**config.mk**
```make
export PLATFORM = sky130hd
export DESIGN_NAME = pkt_proc_ingress_framer_flat
export DESIGN_NICKNAME = d
export VERILOG_FILES = /design/src/rtl/pkt_proc_ingress_pkg.sv /design/src/rtl/pkt_proc_ingress_framer_if.sv /design/src/rtl/pkt_proc_sat_cnt.sv /design/src/rtl/pkt_proc_ingress_framer.sv /design/src/flat_wrapper.sv
export SDC_FILE = /design/constraint.sdc
export NUM_CORES = 1
export LEC_CHECK = 0
export BUFFER_PORTS_ARGS = -buffer_cell sky130_fd_sc_hd__buf_2
export CAP_MARGIN = 0
export CELL_PAD_IN_SITES_DETAIL_PLACEMENT = 1
export CELL_PAD_IN_SITES_GLOBAL_PLACEMENT = 1
export CORE_UTILIZATION = 30
export DETAILED_ROUTE_END_ITERATION = 6
export GPL_TIMING_DRIVEN = 0
export PLACE_DENSITY = 0.61
export SYNTH_ARGS = -nofsm -noshare
export SYNTH_HDL_FRONTEND = slang
export SYNTH_SLANG_ARGS = --single-unit
```
**constraint.sdc**
```tcl
create_clock -name pck_proc_int_mem_fsm_clk -period 4.3 [get_ports pck_proc_int_mem_fsm_clk]
set_clock_uncertainty 0.15 [all_clocks]
set_input_delay 0.43 -clock pck_proc_int_mem_fsm_clk [delete_from_list [all_inputs] [get_ports pck_proc_int_mem_fsm_clk]]
set_output_delay 0.43 -clock pck_proc_int_mem_fsm_clk [all_outputs]
set_load 0.02 [all_outputs]
```
**src/rtl/pkt_proc_ingress_pkg.sv**
```systemverilog
// -----------------------------------------------------------------------------
// pkt_proc_ingress_pkg
// Shared types and constants for the packet-processor ingress framer.
//   ingress_state_e : framer FSM states
//   LEN_W / DATA_W  : payload length field and data word widths
//   LVL_W / CNT_W   : processor fill-level width and statistics counter width
//   HDR_LEN_*       : position of the payload length inside the header word
// -----------------------------------------------------------------------------
package pkt_proc_ingress_pkg;

    localparam int LEN_W  = 12;
    localparam int DATA_W = 32;
    localparam int LVL_W  = 15;
    localparam int CNT_W  = 16;

    localparam int HDR_LEN_LSB = 0;
    localparam int HDR_LEN_MSB = 11;

    typedef enum logic [1:0] {
        IDLE    = 2'd0,
        CHECK   = 2'd1,
        STREAM  = 2'd2,
        DISCARD = 2'd3
    } ingress_state_e;

    // Extract the declared payload length (in words) from a header word.
    function automatic logic [LEN_W-1:0] hdr_len(input logic [DATA_W-1:0] hdr);
        return hdr[HDR_LEN_MSB:HDR_LEN_LSB];
    endfunction

endpackage

```
**src/rtl/pkt_proc_ingress_framer_if.sv**
```systemverilog
// -----------------------------------------------------------------------------
// pkt_proc_ingress_framer_if
// Line-side source stream into the ingress framer (valid/ready handshake).
//   s_valid : source word valid          (master -> slave)
//   s_data  : source word, header first  (master -> slave)
//   s_last  : last word of the packet    (master -> slave)
//   s_ready : framer accepts the word    (slave -> master)
// -----------------------------------------------------------------------------
interface pkt_proc_ingress_framer_if;
    import pkt_proc_ingress_pkg::*;

    logic              s_valid;
    logic              s_ready;
    logic [DATA_W-1:0] s_data;
    logic              s_last;

    modport master (
        output s_valid,
        output s_data,
        output s_last,
        input  s_ready
    );

    modport slave (
        input  s_valid,
        input  s_data,
        input  s_last,
        output s_ready
    );

endinterface

```
**src/rtl/pkt_proc_sat_cnt.sv**
```systemverilog
// -----------------------------------------------------------------------------
// pkt_proc_sat_cnt
// Saturating event counter: counts cycles with inc=1, sticks at all-ones,
// cleared only by reset.
//   pck_proc_int_mem_fsm_clk : clock
//   pck_proc_int_mem_fsm_rst : synchronous active-high reset
//   inc                      : increment enable
//   cnt                      : counter value
// -----------------------------------------------------------------------------
module pkt_proc_sat_cnt #(
    parameter int CNT_W = 16
) (
    input  logic             pck_proc_int_mem_fsm_clk,
    input  logic             pck_proc_int_mem_fsm_rst,
    input  logic             inc,
    output logic [CNT_W-1:0] cnt
);

    function automatic logic [CNT_W-1:0] sat_inc(input logic [CNT_W-1:0] v);
        return (v == {CNT_W{1'b1}}) ? v : v + CNT_W'(1);
    endfunction

    always_ff @(posedge pck_proc_int_mem_fsm_clk) begin
        if (pck_proc_int_mem_fsm_rst) begin
            cnt <= '0;
        end else if (inc) begin
            cnt <= sat_inc(cnt);
        end
    end

endmodule

```
**src/rtl/pkt_proc_ingress_framer.sv**
```systemverilog
// -----------------------------------------------------------------------------
// pkt_proc_ingress_framer
// Ingress stage in front of the packet processor. Takes a header-prefixed
// word stream, strips the header, waits until the declared length fits in the
// processor memory and then streams the payload into the enqueue port.
// Malformed packets are consumed and discarded, and counted.
//
// Ports
//   pck_proc_int_mem_fsm_clk : clock (all logic on posedge)
//   pck_proc_int_mem_fsm_rst : synchronous active-high reset
//   src                      : source stream (slave modport)
//   pck_proc_wr_lvl          : processor memory fill level in words
//   pck_proc_full            : processor full, stalls the source
//   enq_req/in_sop/in_eop    : registered enqueue strobes
//   wr_data_i                : registered enqueue data
//   pck_len_valid/pck_len_i  : packet length, valid in the in_sop cycle
//   ingress_pkt_cnt          : packets enqueued (incl. length errors)
//   ingress_drop_cnt         : headers dropped without any enqueue
//   ingress_err_cnt          : enqueued packets whose length mismatched
// -----------------------------------------------------------------------------
module pkt_proc_ingress_framer
    import pkt_proc_ingress_pkg::*;
#(
    parameter int FIFO_DEPTH = 16384,
    parameter int MAX_LEN    = 4095,
    parameter int SETTLE     = 2
) (
    input  logic                     pck_proc_int_mem_fsm_clk,
    input  logic                     pck_proc_int_mem_fsm_rst,
    pkt_proc_ingress_framer_if.slave src,
    input  logic [LVL_W-1:0]         pck_proc_wr_lvl,
    input  logic                     pck_proc_full,
    output logic                     enq_req,
    output logic                     in_sop,
    output logic                     in_eop,
    output logic [DATA_W-1:0]        wr_data_i,
    output logic                     pck_len_valid,
    output logic [LEN_W-1:0]         pck_len_i,
    output logic [CNT_W-1:0]         ingress_pkt_cnt,
    output logic [CNT_W-1:0]         ingress_drop_cnt,
    output logic [CNT_W-1:0]         ingress_err_cnt
);

    localparam logic [LEN_W:0] MAX_LEN_C  = (LEN_W+1)'(MAX_LEN);
    localparam logic [15:0]    DEPTH_C    = 16'(FIFO_DEPTH);
    localparam int             SETTLE_SAT = (SETTLE > 255) ? 255 : SETTLE;
    localparam logic [7:0]     SETTLE_C   = 8'(SETTLE_SAT);

    ingress_state_e   state_q, state_nxt;

    logic [LEN_W-1:0] len_q;
    logic [LEN_W-1:0] cnt_q, cnt_nxt;
    logic [7:0]       idle_cnt_q;

    logic             s_ready_c;
    logic             len_ld;
    logic             idle_clr;
    logic             enq_nxt, sop_nxt, eop_nxt;
    logic             pkt_inc, drop_inc, err_inc;

    logic [LEN_W-1:0] hdr_len_c;
    logic             hdr_bad;
    logic [15:0]      lvl_sum;
    logic             fits;
    logic             settled;
    logic             last_word;

    assign hdr_len_c = hdr_len(src.s_data);
    assign hdr_bad   = (hdr_len_c == '0) || ({1'b0, hdr_len_c} > MAX_LEN_C);

    // 15-bit level plus 12-bit length cannot overflow 16 bits.
    assign lvl_sum   = 16'(pck_proc_wr_lvl) + 16'(len_q);
    assign fits      = (lvl_sum <= DEPTH_C);
    assign settled   = (idle_cnt_q >= SETTLE_C);
    assign last_word = (cnt_q == len_q);

    assign src.s_ready = s_ready_c;

    // ---- FSM state register ----
    always_ff @(posedge pck_proc_int_mem_fsm_clk) begin
        if (pck_proc_int_mem_fsm_rst) begin
            state_q <= IDLE;
        end else begin
            state_q <= state_nxt;
        end
    end

    // ---- FSM next state and per-word decisions ----
    always_comb begin
        state_nxt = state_q;
        s_ready_c = 1'b0;
        len_ld    = 1'b0;
        idle_clr  = 1'b0;
        cnt_nxt   = cnt_q;
        enq_nxt   = 1'b0;
        sop_nxt   = 1'b0;
        eop_nxt   = 1'b0;
        pkt_inc   = 1'b0;
        drop_inc  = 1'b0;
        err_inc   = 1'b0;

        unique case (state_q)
            IDLE: begin
                s_ready_c = 1'b1;
                if (src.s_valid) begin
                    // The settle window restarts at every header so the
                    // level compare never uses a stale pck_proc_wr_lvl.
                    idle_clr = 1'b1;
                    if (src.s_last) begin
                        // Header-only packet: dropped on the spot, nothing
                        // left to drain.
                        drop_inc = 1'b1;
                    end else if (hdr_bad) begin
                        drop_inc  = 1'b1;
                        state_nxt = DISCARD;
                    end else begin
                        len_ld    = 1'b1;
                        state_nxt = CHECK;
                    end
                end
            end

            CHECK: begin
                // No timeout: the processor drains eventually.
                if (settled && fits) begin
                    cnt_nxt   = LEN_W'(1);
                    state_nxt = STREAM;
                end
            end

            STREAM: begin
                s_ready_c = ~pck_proc_full;
                if (src.s_valid && !pck_proc_full) begin
                    enq_nxt = 1'b1;
                    sop_nxt = (cnt_q == LEN_W'(1));
                    eop_nxt = last_word || src.s_last;
                    cnt_nxt = cnt_q + LEN_W'(1);
                    if (last_word) begin
                        pkt_inc = 1'b1;
                        if (src.s_last) begin
                            state_nxt = IDLE;
                        end else begin
                            // Long packet: close it here, drain the surplus.
                            err_inc   = 1'b1;
                            state_nxt = DISCARD;
                        end
                    end else if (src.s_last) begin
                        // Short packet: closed early, no padding.
                        pkt_inc   = 1'b1;
                        err_inc   = 1'b1;
                        state_nxt = IDLE;
                    end
                end
            end

            DISCARD: begin
                s_ready_c = 1'b1;
                if (src.s_valid && src.s_last) begin
                    state_nxt = IDLE;
                end
            end

            default: begin
                state_nxt = IDLE;
            end
        endcase
    end

    // ---- Packet context: latched length, word counter, settle counter ----
    always_ff @(posedge pck_proc_int_mem_fsm_clk) begin
        if (pck_proc_int_mem_fsm_rst) begin
            len_q      <= '0;
            cnt_q      <= '0;
            idle_cnt_q <= '0;
        end else begin
            if (len_ld) begin
                len_q <= hdr_len_c;
            end
            cnt_q <= cnt_nxt;
            if (enq_req || idle_clr) begin
                idle_cnt_q <= '0;
            end else if (idle_cnt_q < SETTLE_C) begin
                idle_cnt_q <= idle_cnt_q + 8'd1;
            end
        end
    end

    // ---- Enqueue output register ----
    always_ff @(posedge pck_proc_int_mem_fsm_clk) begin
        if (pck_proc_int_mem_fsm_rst) begin
            enq_req       <= 1'b0;
            in_sop        <= 1'b0;
            in_eop        <= 1'b0;
            pck_len_valid <= 1'b0;
            pck_len_i     <= '0;
            wr_data_i     <= '0;
        end else begin
            enq_req       <= enq_nxt;
            in_sop        <= sop_nxt;
            in_eop        <= eop_nxt;
            pck_len_valid <= sop_nxt;
            if (sop_nxt) begin
                pck_len_i <= len_q;
            end
            if (enq_nxt) begin
                wr_data_i <= src.s_data;
            end
        end
    end

    // ---- Statistics ----
    pkt_proc_sat_cnt #(.CNT_W(CNT_W)) u_pkt_cnt (
        .pck_proc_int_mem_fsm_clk (pck_proc_int_mem_fsm_clk),
        .pck_proc_int_mem_fsm_rst (pck_proc_int_mem_fsm_rst),
        .inc                      (pkt_inc),
        .cnt                      (ingress_pkt_cnt)
    );

    pkt_proc_sat_cnt #(.CNT_W(CNT_W)) u_drop_cnt (
        .pck_proc_int_mem_fsm_clk (pck_proc_int_mem_fsm_clk),
        .pck_proc_int_mem_fsm_rst (pck_proc_int_mem_fsm_rst),
        .inc                      (drop_inc),
        .cnt                      (ingress_drop_cnt)
    );

    pkt_proc_sat_cnt #(.CNT_W(CNT_W)) u_err_cnt (
        .pck_proc_int_mem_fsm_clk (pck_proc_int_mem_fsm_clk),
        .pck_proc_int_mem_fsm_rst (pck_proc_int_mem_fsm_rst),
        .inc                      (err_inc),
        .cnt                      (ingress_err_cnt)
    );

endmodule

```
**src/flat_wrapper.sv**
```systemverilog
// flat-port wrapper written by rule: the top's interface ports become plain ports
module pkt_proc_ingress_framer_flat import pkt_proc_ingress_pkg::*;
#(
    parameter int FIFO_DEPTH = 16384,
    parameter int MAX_LEN    = 4095,
    parameter int SETTLE     = 2
)
  (pck_proc_int_mem_fsm_clk, pck_proc_int_mem_fsm_rst, pck_proc_wr_lvl, pck_proc_full, enq_req, in_sop, in_eop, wr_data_i, pck_len_valid, pck_len_i, ingress_pkt_cnt, ingress_drop_cnt, ingress_err_cnt, src_s_valid, src_s_data, src_s_last, src_s_ready);
  pkt_proc_ingress_framer_if src_i ();
  input  logic pck_proc_int_mem_fsm_clk;
  input  logic pck_proc_int_mem_fsm_rst;
  input  logic [LVL_W-1:0] pck_proc_wr_lvl;
  input  logic pck_proc_full;
  output logic enq_req;
  output logic in_sop;
  output logic in_eop;
  output logic [DATA_W-1:0] wr_data_i;
  output logic pck_len_valid;
  output logic [LEN_W-1:0] pck_len_i;
  output logic [CNT_W-1:0] ingress_pkt_cnt;
  output logic [CNT_W-1:0] ingress_drop_cnt;
  output logic [CNT_W-1:0] ingress_err_cnt;
  input wire logic [$bits(src_i.s_valid)-1:0] src_s_valid;
  input wire logic [$bits(src_i.s_data)-1:0] src_s_data;
  input wire logic [$bits(src_i.s_last)-1:0] src_s_last;
  output wire logic [$bits(src_i.s_ready)-1:0] src_s_ready;
  assign src_i.s_valid = src_s_valid;
  assign src_i.s_data = src_s_data;
  assign src_i.s_last = src_s_last;
  assign src_s_ready = src_i.s_ready;
  pkt_proc_ingress_framer #(.FIFO_DEPTH(FIFO_DEPTH), .MAX_LEN(MAX_LEN), .SETTLE(SETTLE)) u_core (.pck_proc_int_mem_fsm_clk(pck_proc_int_mem_fsm_clk), .pck_proc_int_mem_fsm_rst(pck_proc_int_mem_fsm_rst), .src(src_i), .pck_proc_wr_lvl(pck_proc_wr_lvl), .pck_proc_full(pck_proc_full), .enq_req(enq_req), .in_sop(in_sop), .in_eop(in_eop), .wr_data_i(wr_data_i), .pck_len_valid(pck_len_valid), .pck_len_i(pck_len_i), .ingress_pkt_cnt(ingress_pkt_cnt), .ingress_drop_cnt(ingress_drop_cnt), .ingress_err_cnt(ingress_err_cnt));
endmodule
```
[Word-level counts from Yosys, hierarchy flattened]
Index checks and enable logic that the tools add are counted.
Word-level totals
  register bits after elaboration: 129
  input bits: 52
  output and inout bits: 97
Cells by class
  add/subtract/negate cells: 6
  magnitude comparators: 3
  eq/ne operators: 14
  mux-type cells: 36
  bitwise gates (word level): 6
  reductions and logical operators: 17
Operator list (number)
  16-bit by 1-bit adder with 16-bit output (second input constant): 3
  16-bit == test (second input constant): 3
  12-bit two-way mux: 2
  12-bit case mux with 2 select lines: 1
  1-bit two-way mux: 22
  2-bit two-way mux: 9
  15-bit by 12-bit adder with 16-bit output: 1
  16-bit by 15-bit <= comparator with 1-bit output (second input constant): 1
  12-bit by 1-bit adder with 12-bit output (second input constant): 1
  12-bit by 1-bit == test with 1-bit output (second input constant): 1
  12-bit == test: 1
  12-bit zero test: 1
  8-bit by 1-bit adder with 8-bit output (second input constant): 1
  8-bit by 2-bit >= comparator with 1-bit output (second input constant): 1
  8-bit by 2-bit < comparator with 1-bit output (second input constant): 1
  2-bit case mux with 4 select lines: 1
  2-bit by 1-bit inequality test with 1-bit output (second input constant): 3
  1-bit NOT: 6
  2-bit AND reduction: 3
  6-bit AND reduction: 1
  2-bit == test (second input constant): 2
  2-bit inequality test (second input constant): 2
  2-bit OR reduction: 2
  1-bit logical AND: 3
  9 further kinds: 10

[Logic depth before layout (Yosys ltp)]
Gate-level depths: netlist (run 1).
  word-level depth: 6
  mapped depth: 14
  depth with buffers taken out: 12

[Cells and area by module]
Synthesis (run 1) repeated with hierarchy kept, for this count alone.
Unflattened totals
  cell total of the unflattened synthesis: 784
  area, all modules: 6647.6 sq um
By module, submodules not included
  pkt_proc_ingress_framer: times used 1, cells each 496, area each 4147.7 sq um, seq. area each 1621.6 sq um
  pkt_proc_sat_cnt: times used 3, cells each 96, area each 833.3 sq um, seq. area each 320.3 sq um

[Least setup slack after synthesis (run 1)]
No wires, ideal clock.
  kind: input-to-reg
  from: input pck_proc_wr_lvl[0]
  to: register u_core.cnt_q[11]
  data arrival time: 3.290 ns
  required time: 4.029 ns
  setup slack: 0.740 ns
  cell stages on the path: 11
  path through: ha_1 fa_1 a211oi_1 o21ai_1 and2_1 a221o_1 a2111oi_4 a311oi_2 buf_6 nor4_1 mux2_2
On the way
  word-level cells in the longest chain between the ends: 5
RTL lines
  start, declared: RTL line flat_wrapper.sv:12  | input logic [LVL_W-1:0] pck_proc_wr_lvl;
  15-bit by 12-bit adder with 16-bit output: RTL line pkt_proc_ingress_framer.sv:72  | assign lvl_sum = 16'(pck_proc_wr_lvl) + 16'(len_q);
  16-bit by 15-bit <= comparator with 1-bit output: RTL line pkt_proc_ingress_framer.sv:73  | assign fits = (lvl_sum <= DEPTH_C);
  1-bit logical AND: RTL line pkt_proc_ingress_framer.sv:125  | if (settled && fits) begin
  2-bit by 1-bit inequality test with 1-bit output (no line)
  3-bit AND reduction (no line)
  end signal, assigned: RTL line pkt_proc_ingress_framer.sv:179  | cnt_q <= cnt_nxt;
  end, declared: RTL line pkt_proc_ingress_framer.sv:52  | logic [LEN_W-1:0] cnt_q, cnt_nxt;
Every way passes these cells.
A chain may end at the register's enable or synchronous reset.

[Worst setup path after layout (run 1)]
  from: register u_core.len_q[0]
  to: register u_core.cnt_q[11]
On the way
  word-level cells in the longest chain between the ends: 5
RTL lines
  start, declared: RTL line pkt_proc_ingress_framer.sv:51  | logic [LEN_W-1:0] len_q;
  start signal, assigned: RTL line pkt_proc_ingress_framer.sv:177  | len_q <= hdr_len_c;
  15-bit by 12-bit adder with 16-bit output: RTL line pkt_proc_ingress_framer.sv:72
  16-bit by 15-bit <= comparator with 1-bit output: RTL line pkt_proc_ingress_framer.sv:73
  1-bit logical AND: RTL line pkt_proc_ingress_framer.sv:125
  2-bit by 1-bit inequality test with 1-bit output (no line)
  3-bit AND reduction (no line)
Every way passes these cells.

==> results by group, run 1 <==
Logic synthesis
  • Synthesized flop and latch total: about 130
  • Post-synth EDFFs: 0
  • Syn Inst Count: 743
  • Top area cells in the synthesized netlist: dfxtp_1 41%, nand2_1 5.9%, a21oi_1 5.4%
  • Register area share after synthesis: about two fifths
  • Synthesized Nets: 821
  • Ys Warns: 0
  • Netlist cell types: roughly 60
  • Mean Syn Cell Area: 8.47 um^2
  • Biggest area consumer among synthesized cells: dfxtp_1
  • Synth async-reset ratio: 0%
  • Post-synth top area share: approximately 41%
  • Mapped Area: about 6300 um^2
  • Top_reg_cell synth: dfxtp_1

Clock network
  • CTS tree: yes
  • H-tree depth: 4
  • Clock sinks: 129
  • Hold buffer count at cts: 0
  • Clock Latency Late Sink: between 400 and 500 ps
  • Setup bufs post-CTS: 0
  • Number of buffers created by CTS: 17
  • CTS Buffer Depth: 2
  • Clk root buf: clkbuf_16
  • Reg clk slew, reported paths: 70 ps

Hold path
  • Hold Crit Class: in -> reg

Final layout
  • Fin area: between 7000 and 8000 um^2
  • FF+latch area: around 2600 um^2
  • Layout Nets: between 900 and 1000
  • Multi-input logic area: 3520 um^2
  • Share of post-route cells with drive strength above 1: between 20% and 30%
  • Fillers: around 2500
  • Final cell count without fillers: between 1000 and 1500
  • Synthesis-to-finish area growth: 26.7%

Outcome
  • Status: completed

Power
  • NetSw: about 940 uW
  • Switching Share: between 20 and 30%
  • Total power: 3.23 mW
  • PD cells: about 400 nW/um^2
  • Internal: around 2.3 mW
  • Clock share of power: between 40% and 50%
  • Seq pwr share: ~39%
  • Comb power frac: approximately 16%
  • Leakage: 3.29 nW
  • Peak VDD IR: approximately 270 uV

Die
  • Core Rows: 52
  • IO Count: between 100 and 150
  • Starting Density: approximately 30%
  • Core Area: around 20000 um^2
  • Die area: approximately 22000 um^2
  • Chip Height: 147 um
  • Die W: 147 um

STA
  • Setup TNS: 0 ps
  • Normalized max-slew margin: 51.4%
  • Final hold violations: 0
  • Final Max Tran Viols: 0
  • Fin crit period: 4070 ps
  • Fmax: 246 MHz
  • Final setup fails: 0
  • RSZ-0062 raised after global routing: no
  • Slew @ Worst Pin: 710 ps
  • Fin crit share: a little over nine tenths

Detailed routing
  • Drt drc: 0
  • Routed length per placed instance: ~17 um
  • Starting DRC count in detailed routing: approximately 280
  • Final ANT Viol Nets: 0
  • Vias/cell: 4.97
  • TritonRoute pass-1 iters: 4
  • Total routed wirelength: 20000 um
  • Routed via count: about 6000

Global route
  • Initial antenna violation count: 2
  • Total Routing Usage GR: 18.9%
  • Vias in the first global route: 5811
  • First-pass GRT wire length: roughly 32000 um
  • Pin count of the biggest net entering global routing: 17
  • Gr ovfl total: 0

Setup path
  • CP endpoint kind: register
  • Worst setup path class: reg -> reg
  • Crit path DAT: ~4200 ps
  • Crit path required time: 4450 ps
  • Worst Path Max Fanout: 10
  • Startpoint Class: register

Place
  • Port Buffer Count: between 100 and 150
  • Dpl cell area: 7370 um^2
  • GP Congestion: between 0.7 and 0.8
  • Post-DP HPWL: between 15000 and 20000 um
  • Placed cells: roughly 1200

Run
  • Max Cap Viol: 0
## worst paths after layout
check                             from              endpoint  slack [ps]  depth (start not counted)
setup reg to reg       u_core.len_q[0]      u_core.cnt_q[11]         230                         10
hold / removal          src_s_data[31]  u_core.wr_data_i[31]          90                          3
hold reg to reg   u_core.wr_data_i[19]  u_core.wr_data_i[19]         300                          2
setup / recovery       u_core.len_q[0]      u_core.cnt_q[11]         230                         10
## critical path: stages, from the launching register on
cell       delay (ps)
dfxtp_1           410
ha_1              260
fa_1              430
xor2_1            160
a2111oi_0         660
nand4_1           240
a2111oi_4         420
a311oi_2          250
buf_6             210
nor4_1            370
mux2_2            380
## cells in the mapped netlist (18+ instances only)
| library cell | instances |
|---|---|
| o21ai_0 | 19 |
| nand3_1 | 28 |
| ha_1 | 25 |
| clkbuf_1 | 28 |
| a21oi_1 | 68 |
| nand4_1 | 18 |
| xnor2_1 | 31 |
| nand2_1 | 99 |
| nor2_1 | 81 |
| dfxtp_1 | 129 |
| xor2_1 | 22 |
| mux2i_1 | 27 |
## registers in the layout, summed over array words and instances, names as in the netlist
name / flops
u_core.in_sop: 1
u_core.idle_cnt_q: 8
u_core.pck_len_i: 12
u_core.wr_data_i: 32
u_core.len_q: 12
u_core.u_drop_cnt.cnt: 16
u_core.in_eop: 1
u_core.u_err_cnt.cnt: 16
u_core.cnt_q: 12
u_core.state_q: 2
u_core.enq_req: 1
u_core.u_pkt_cnt.cnt: 16
## metal layers
metal	GRT usage [%]	wire length, um	vias up
li1	-	-	2950
met1	25.0	9340	2851
met2	30.0	9230	119
met3	5.19	1100	18
met4	5.21	321	0
met5	0	0	-
## power by group through the flow
stage	logic [mW]	clock network [mW]	registers (mW)
floorplan	0.337	0	1.28
global placement	0.501	0	1.29
detailed placement	0.505	0	1.29
CTS	0.508	1.49	1.26
global route	0.560	1.55	1.27
finish	0.504	1.46	1.26
## metrics by stage
stage                     utilization [%]  setup WS [ps]  hold slack [ps]
final                                39.0            231             94.2
after global routing                 39.0           32.6             91.3
after detailed placement             36.1           42.3              294
after global placement               36.1           21.1              291
after CTS                            39.0            119             75.0
after floorplan                         -            740              280
## placed cells by master, fill, tap and decap left out, drive strengths merged, types with 20 or more instances in the layout
cell type    n
buf        154
xor2        22
mux2i       27
nand3       28
nand2      100
dfxtp      129
clkbuf      47
nor2        81
ha          25
a21oi       68
xnor2       31
inv         20
o21ai       20
## final cells by class
cell class / instances / share of cell area (%)
Clock inverter: 13 / 1.88
Inverter: 15 / 0.706
Antenna cell: 2 / 0.0627
Sequential cell: 129 / 32.4
Clock buffer: 19 / 5.55
Buffer: 35 / 1.85
Tap cell: 270 / 4.23
Multi-Input combinational cell: 564 / 44.1
Timing Repair Buffer: 147 / 9.22
## timing repair
| item | in CTS | in global routing |
|---|---|---|
| endpoints found under the hold margin | 0 | 0 |
| gates resized for setup | 0 | 2 |
| endpoints found under the setup margin | 0 | 12 |
## cell families after synthesis
family / count (synthesis) / share of synthesized area (%)
AOI/OAI and AO/OA: 134 / 13.8
xor gates and xnor gates: 53 / 7.37
adders and majority gates: 26 / 5.29
buffers and inverters: 50 / 3.24
DFF: 129 / 41.0
muxes: 28 / 4.47
and+or+nand+nor: 323 / 24.8
(Power assumes the default switching activity.)
==> inputs of run 2 (changes only) <==
--- a/config.mk
+++ b/config.mk
@@ -13,5 +13,6 @@
 export DETAILED_ROUTE_END_ITERATION = 6
 export GPL_TIMING_DRIVEN = 0
-export PLACE_DENSITY = 0.61
+export PLACE_DENSITY = 0.64
+export RECOVER_POWER = 100
 export SYNTH_ARGS = -nofsm -noshare
 export SYNTH_HDL_FRONTEND = slang
==> constraint.sdc (replaced) <==
create_clock -name pck_proc_int_mem_fsm_clk -period 3.59 [get_ports pck_proc_int_mem_fsm_clk]
set_clock_uncertainty 0.15 [all_clocks]
set_input_delay 0.718 -clock pck_proc_int_mem_fsm_clk [delete_from_list [all_inputs] [get_ports pck_proc_int_mem_fsm_clk]]
set_output_delay 0.718 -clock pck_proc_int_mem_fsm_clk [all_outputs]
set_load 0.02 [all_outputs]
==> run 2 against run 1 <==
Against the previous run:
- the run now ends with negative setup slack left
- register-to-register slack got worse by 220 ps
- critical path depth grew 2
- sequential share of layout area fell by 0.55 points
- total power up 25%
- sequential cell count unchanged
- non-clock buffer count is 12 higher
- clock power rose by 26%
- wire length rose by 3.4%
- sequential power is 21% higher
- first-iteration DRC count is 31% lower
==> results by group, run 2 (synthesized netlist as in run 1, its figures left out) <==
Power
  • Leakage: ~3.0 nW
  • PD cells: a little under 500 nW/um^2
  • Peak VDD IR: a little under 300 uV
  • Total power: around 4 mW

Final layout
  • Most common cell after layout, fill and taps aside: clkbuf_1
  • Synthesis-to-finish area growth: 29.8%
  • Biggest register: u_core.wr_data_i
  • Max reg flops: 32
  • Layout Utilization: roughly two fifths
  • Layout Nets: between 900 and 1000
  • Most frequent cells in the layout: 125 x clkbuf_1, 119 x dfxtp_1, 99 x nand2_1
  • Final cell count without fillers: between 1000 and 1500
  • Share of post-route cells with drive strength above 1: 15.5%

Die
  • Core Rows: 52
  • Die W: around 150 um
  • Starting Density: 30.8%
  • Chip Height: between 100 and 150 um
  • IO Count: approximately 150
  • Core Area: between 20000 and 25000 um^2
  • Die area: ~22000 um^2

STA
  • Setup TNS: -1.13 ps
  • Slew @ Worst Pin: 1130 ps
  • Final Max Tran Viols: 0
  • Fin worst setup slack: -1.13 ps
  • Fmax: between 200 and 300 MHz
  • Fin crit period: between 3000 and 4000 ps
  • WHS: between 300 and 400 ps
  • Final hold violations: 0
  • Final setup fails: 1
  • RSZ-0062 raised after global routing: yes
  • Normalized max-slew margin: about 24%
  • Fin crit share: 100%

Global route
  • Gr ovfl total: 0
  • Total Routing Usage GR: a little under a fifth
  • Pin count of the biggest net entering global routing: 17
  • First-pass GRT wire length: about 32000 um
  • Initial antenna violation count: 3
  • Vias in the first global route: about 6000

Detailed routing
  • Starting DRC count in detailed routing: about 200
  • TritonRoute pass-1 iters: 4
  • Total routed wirelength: ~21000 um
  • Vias/cell: 4.99
  • Routed length per placed instance: roughly 17 um
  • Routed via count: around 6000
  • Final ANT Viol Nets: 0
  • Drt drc: 0

Setup path
  • CP top delay family: compound AO/OA/AOI/OAI gates
  • CP endpoint kind: register
  • Worst setup path class: in -> reg
  • CP most frequent cell: buf_6
  • Buf/Inv on CP: 2
  • Crit path DAT: roughly 3800 ps
  • Crit path required time: between 3000 and 4000 ps
  • Worst Path Max Fanout: 5
  • Critical path cell sequence: buf_6, ha_4, fa_2, a211oi_4, o21ai_4, and2_4, a221o_1, a2111oi_4, a311oi_4, buf_6, or4_4, a21oi_2
  • CP max stage delay: ~480 ps
  • Slowest-stage cell, CP: or4_4
  • Startpoint Class: input pin

Clock network
  • Clk root buf: clkbuf_16
  • Number of buffers created by CTS: 17
  • Hold buffer count at cts: 0
  • Reg clk slew, reported paths: 60 ps
  • Clock sinks: ~130
  • H-tree depth: 4
  • CTS Buffer Depth: 2
  • CTS tree: yes
  • Clock Latency Late Sink: 420 ps

Outcome
  • Failing checks: negative setup slack
  • Status: finished with violations

Place
  • Post-DP HPWL: approximately 15000 um
  • Placed cells: ~1200
  • GP Congestion: ~0.81
  • Port Buffer Count: between 100 and 150

Run
  • Max Cap Viol: 0

Hold path
  • Hold Crit Class: reg -> reg
## run 2: changes by cell type in the layout (fill, tap and decap cells not counted), sizes merged
cell / change
clkbuf: +103
clkinv: -1
bufinv: +1
inv: -1
diode: -1
clkinvlp: +1
buf: -91
## run 2: timing repair
action	in CTS	in global routing
buffers inserted	1	11
resized for setup	7	42
pin swaps	1	16
endpoints found under the hold margin	0	0
endpoints found under the setup margin	17	17
cloned	0	1
## run 2: per-stage QoR
step / worst slack (ps) / cell area, um^2
final: -1.13 / 8170
after CTS: 2.36 / 8080
after global placement: -589 / 7400
after global routing: -104 / 8170
after detailed placement: -557 / 7400
after floorplan: -61.0 / 6330
## run 2: path summary, 6_finish.rpt
path,from,endpoint,slack (ps),depth (start not counted)
min,u_core.wr_data_i[20],u_core.wr_data_i[20],300,2
max,pck_proc_wr_lvl[0],u_core.cnt_q[6],-1,12
max reg2reg,u_core.len_q[0],u_core.cnt_q[6],10,11
min reg2reg,u_core.wr_data_i[20],u_core.wr_data_i[20],300,2
## run 2: worst register-to-register path: cells and delay by family (launching register included)
family | cells | cell delay, ps
adder cells (fa/ha/maj) | 2 | 540
buffers and inverters | 1 | 180
flip-flops | 1 | 370
AO/OA/AOI/OAI | 6 | 1610
AND/OR/NAND/NOR | 2 | 670
## run 2: cell type report
class,count,area [um^2]
Antenna cell,1,2.50
Buffer,34,156
Clock buffer,19,453
Clock inverter,13,174
Fill cell,2551,12300
Inverter,15,56.3
Multi-Input combinational cell,564,3680
Sequential cell,129,2600
Tap cell,270,338
Timing Repair Buffer,160,711
## run 2: report_power, final
part | internal [mW] | total [mW] | switching (mW) | leakage (nW)
Sequential | 1.47 | 1.52 | 0.0503 | 1.05
Clock | 1.14 | 1.84 | 0.701 | 0.297
Combinational | 0.269 | 0.688 | 0.419 | 1.62
## run 2: layer usage
metal | GRT usage, % | vias to the layer above | wire [um]
met3 | 5.43 | 26 | 1080
met4 | 6.09 | 4 | 318
met2 | 31.3 | 113 | 9960
met1 | 24.3 | 2892 | 9300
met5 | 0 | - | 18
li1 | - | 2975 | -
==> inputs of run 3 (changes only) <==
CORE_MARGIN = 10   (was default)
==> run 3 against run 2 <==
Against the previous run:
- final area down 0.43%
- wire length up 5.5%
- first-iteration DRC count down 12%
- register-to-register slack better by 50 ps
- the run now ends clean
- critical endpoint is now u_core.cnt_q[2]
- cell count about the same
- maximum frequency up 1.2%
- non-clock buffer count down 1
- clock power down 7%
- sequential power about the same
- sequential share of layout area about the same
==> results by group, run 3 (synthesized netlist as in run 1, its figures left out) <==
Outcome
  • Status: completed

Power
  • NetSw: between 1 and 1.5 mW
  • Switching Share: approximately 29%
  • Total power: between 3 and 4 mW
  • Clock share of power: a little over two fifths
  • Comb power frac: 17.4%
  • Internal: between 2 and 3 mW
  • Peak VDD IR: 329 uV
  • Seq pwr share: roughly 39%
  • Leakage: 2.94 nW
  • PD cells: 482 nW/um^2

Final layout
  • Layout Utilization: 39.8%
  • Synthesis-to-finish area growth: 29.3%
  • FF+latch area: 2590 um^2
  • Max reg flops: 32
  • Most frequent cells in the layout: 125 x clkbuf_1, 122 x dfxtp_1, 99 x nand2_1
  • Biggest register: u_core.wr_data_i
  • Fillers: between 2000 and 3000
  • Share of post-route cells with drive strength above 1: between 10% and 20%
  • Multi-input logic area: roughly 3700 um^2
  • Most common cell after layout, fill and taps aside: clkbuf_1
  • Layout Nets: around 1000

Die
  • Chip Height: ~160 um
  • Die area: around 27000 um^2
  • Core Rows: 52
  • Core Area: between 20000 and 25000 um^2
  • Die W: 165 um
  • Starting Density: between 30 and 40%
  • IO Count: approximately 150

Detailed routing
  • TritonRoute pass-1 iters: 4
  • Final ANT Viol Nets: 0
  • Vias/cell: about 5.0
  • Routed length per placed instance: 18.1 um
  • Total routed wirelength: between 20000 and 25000 um
  • Routed via count: ~6000
  • Starting DRC count in detailed routing: about 170
  • Drt drc: 0

Setup path
  • Startpoint Class: input pin
  • Reg-to-reg critical path endpoint: u_core.cnt_q[2]
  • Reg2reg start: u_core.len_q[10]
  • Crit path to: u_core.cnt_q[2]
  • Slowest-stage cell, CP: or4_4
  • CP max stage delay: ~480 ps
  • Worst setup path class: in -> reg
  • Critical path cell sequence: buf_4, ha_4, fa_2, a211oi_4, o21ai_4, and2_4, a221o_1, a2111oi_4, a311oi_4, buf_6, or4_4, a21oi_2
  • Buf/Inv on CP: 2
  • CP top delay family: compound AO/OA/AOI/OAI gates
  • Crit path required time: about 3800 ps
  • R2R Setup Slk: approximately 60 ps
  • Reg2Reg Depth: 11
  • Crit path DAT: approximately 3800 ps
  • Worst Path Max Fanout: 5
  • Levels on crit path: 12
  • CP endpoint kind: register
  • Crit. Startpoint: pck_proc_wr_lvl[0]

Clock network
  • Clock sinks: 129
  • CTS tree: yes
  • Clock Latency Late Sink: approximately 420 ps
  • Reg clk slew, reported paths: approximately 60 ps
  • Hold buffer count at cts: 0
  • Number of buffers created by CTS: 17
  • H-tree depth: 4
  • CTS Buffer Depth: 2
  • Clk root buf: clkbuf_16

Global route
  • Initial antenna violation count: 4
  • Pin count of the biggest net entering global routing: 17
  • Gr ovfl total: 0
  • First-pass GRT wire length: around 34000 um
  • Vias in the first global route: between 5000 and 6000
  • Total Routing Usage GR: 15.8%

STA
  • Fin crit period: about 3500 ps
  • Slew @ Worst Pin: roughly 780 ps
  • Final hold violations: 0
  • Final Max Tran Viols: 0
  • RSZ-0062 raised after global routing: yes
  • Final setup fails: 0
  • Fin crit share: 98.9%
  • Normalized max-slew margin: between 40% and 50%
  • Fmax: approximately 280 MHz

Place
  • Port Buffer Count: 147
  • Post-DP HPWL: ~17000 um
  • GP Congestion: roughly 0.8

Hold path
  • Hold Crit Class: reg -> reg

Run
  • Max Cap Viol: 0
-- run 3: cell types whose count changed in the layout (fill, tap and decap cells not counted), moves of 2 or more --
cell        previous run  this run
dfxtp_1              119       122
o31ai_2                7         5
a21oi_1               65        63
ha_1                  22        24
dfxtp_4                2         0
buf_2                 50        52
ha_2                   2         0
clkinvlp_4             3         6
inv_6                  4         0
diode_2                1         3
clkinv_2               0         3
or4_4                  1         3
or4_1                 11         9
clkbuf_4               5         3
-- run 3: what timing repair did --
item                                   CTS  global route
pin swaps                                2            16
setup endpoints to repair               17            18
resized for setup                        7            34
cloned                                   0             1
buffers inserted                         1            10
endpoints found under the hold margin    0             0
-- run 3: worst min-delay path: cells and delay by family, from the launching register on --
kind / cells / cell delay, ps
simple gates: 1 / 50
compound gates: 1 / 50
flops: 1 / 310
-- run 3: metal layers --
layer | part of all wire [%] | track usage [%]
met1 | 46 | 19.8
met4 | 1.4 | 4.79
met5 | 0.060 | 0
met2 | 49 | 26.0
met3 | 4.0 | 3.91
-- run 3: how the worst min path moves through the flow --
stage,startpoint,endpoint,slack (ps),cells past startpoint
2_1_floorplan,u_core.idle_cnt_q[3],u_core.idle_cnt_q[3],280,1
3_3_place_gp,u_core.wr_data_i[17],u_core.wr_data_i[17],290,2
3_5_place_dp,u_core.wr_data_i[28],u_core.wr_data_i[28],300,2
4_1_cts,u_core.wr_data_i[10],u_core.wr_data_i[10],300,2
5_1_grt,u_core.wr_data_i[28],u_core.wr_data_i[28],320,2
6_report,u_core.wr_data_i[27],u_core.wr_data_i[27],300,2
-- run 3: power by group through the flow --
stage / combinational [mW] / clock [mW] / sequential [mW]
global placement: 0.603 / 0 / 1.55
global route: 0.755 / 1.83 / 1.52
detailed placement: 0.604 / 0 / 1.55
finish: 0.680 / 1.72 / 1.52
floorplan: 0.410 / 0 / 1.53
CTS: 0.624 / 1.76 / 1.52
-- run 3: layout make-up --
type                       count  share of cell area, %
clock buffer                  19                   5.57
tap                          270                   4.15
antenna                        3                 0.0923
inverter                      15                  0.692
sequential                   129                   31.8
clock inverter                13                   1.69
timing repair buffer         159                   8.64
multi-input combinational    564                   45.5
buffer                        34                   1.85
-- run 3: stage by stage --
stage / worst slack (ps) / hold slack [ps] / std cells / instance area [um^2] / TNS [ps]
2_1_floorplan: -61.0 / 280 / 743 / 6330 / -144
3_3_place_gp: -576 / 289 / 1160 / 7400 / -6740
3_5_place_dp: -618 / 296 / 1160 / 7400 / -7320
4_1_cts: 8.85 / 304 / 1193 / 8040 / 0
5_1_grt: -79.6 / 325 / 1203 / 8130 / -283
6_report: 40.4 / 304 / 1206 / 8140 / 0
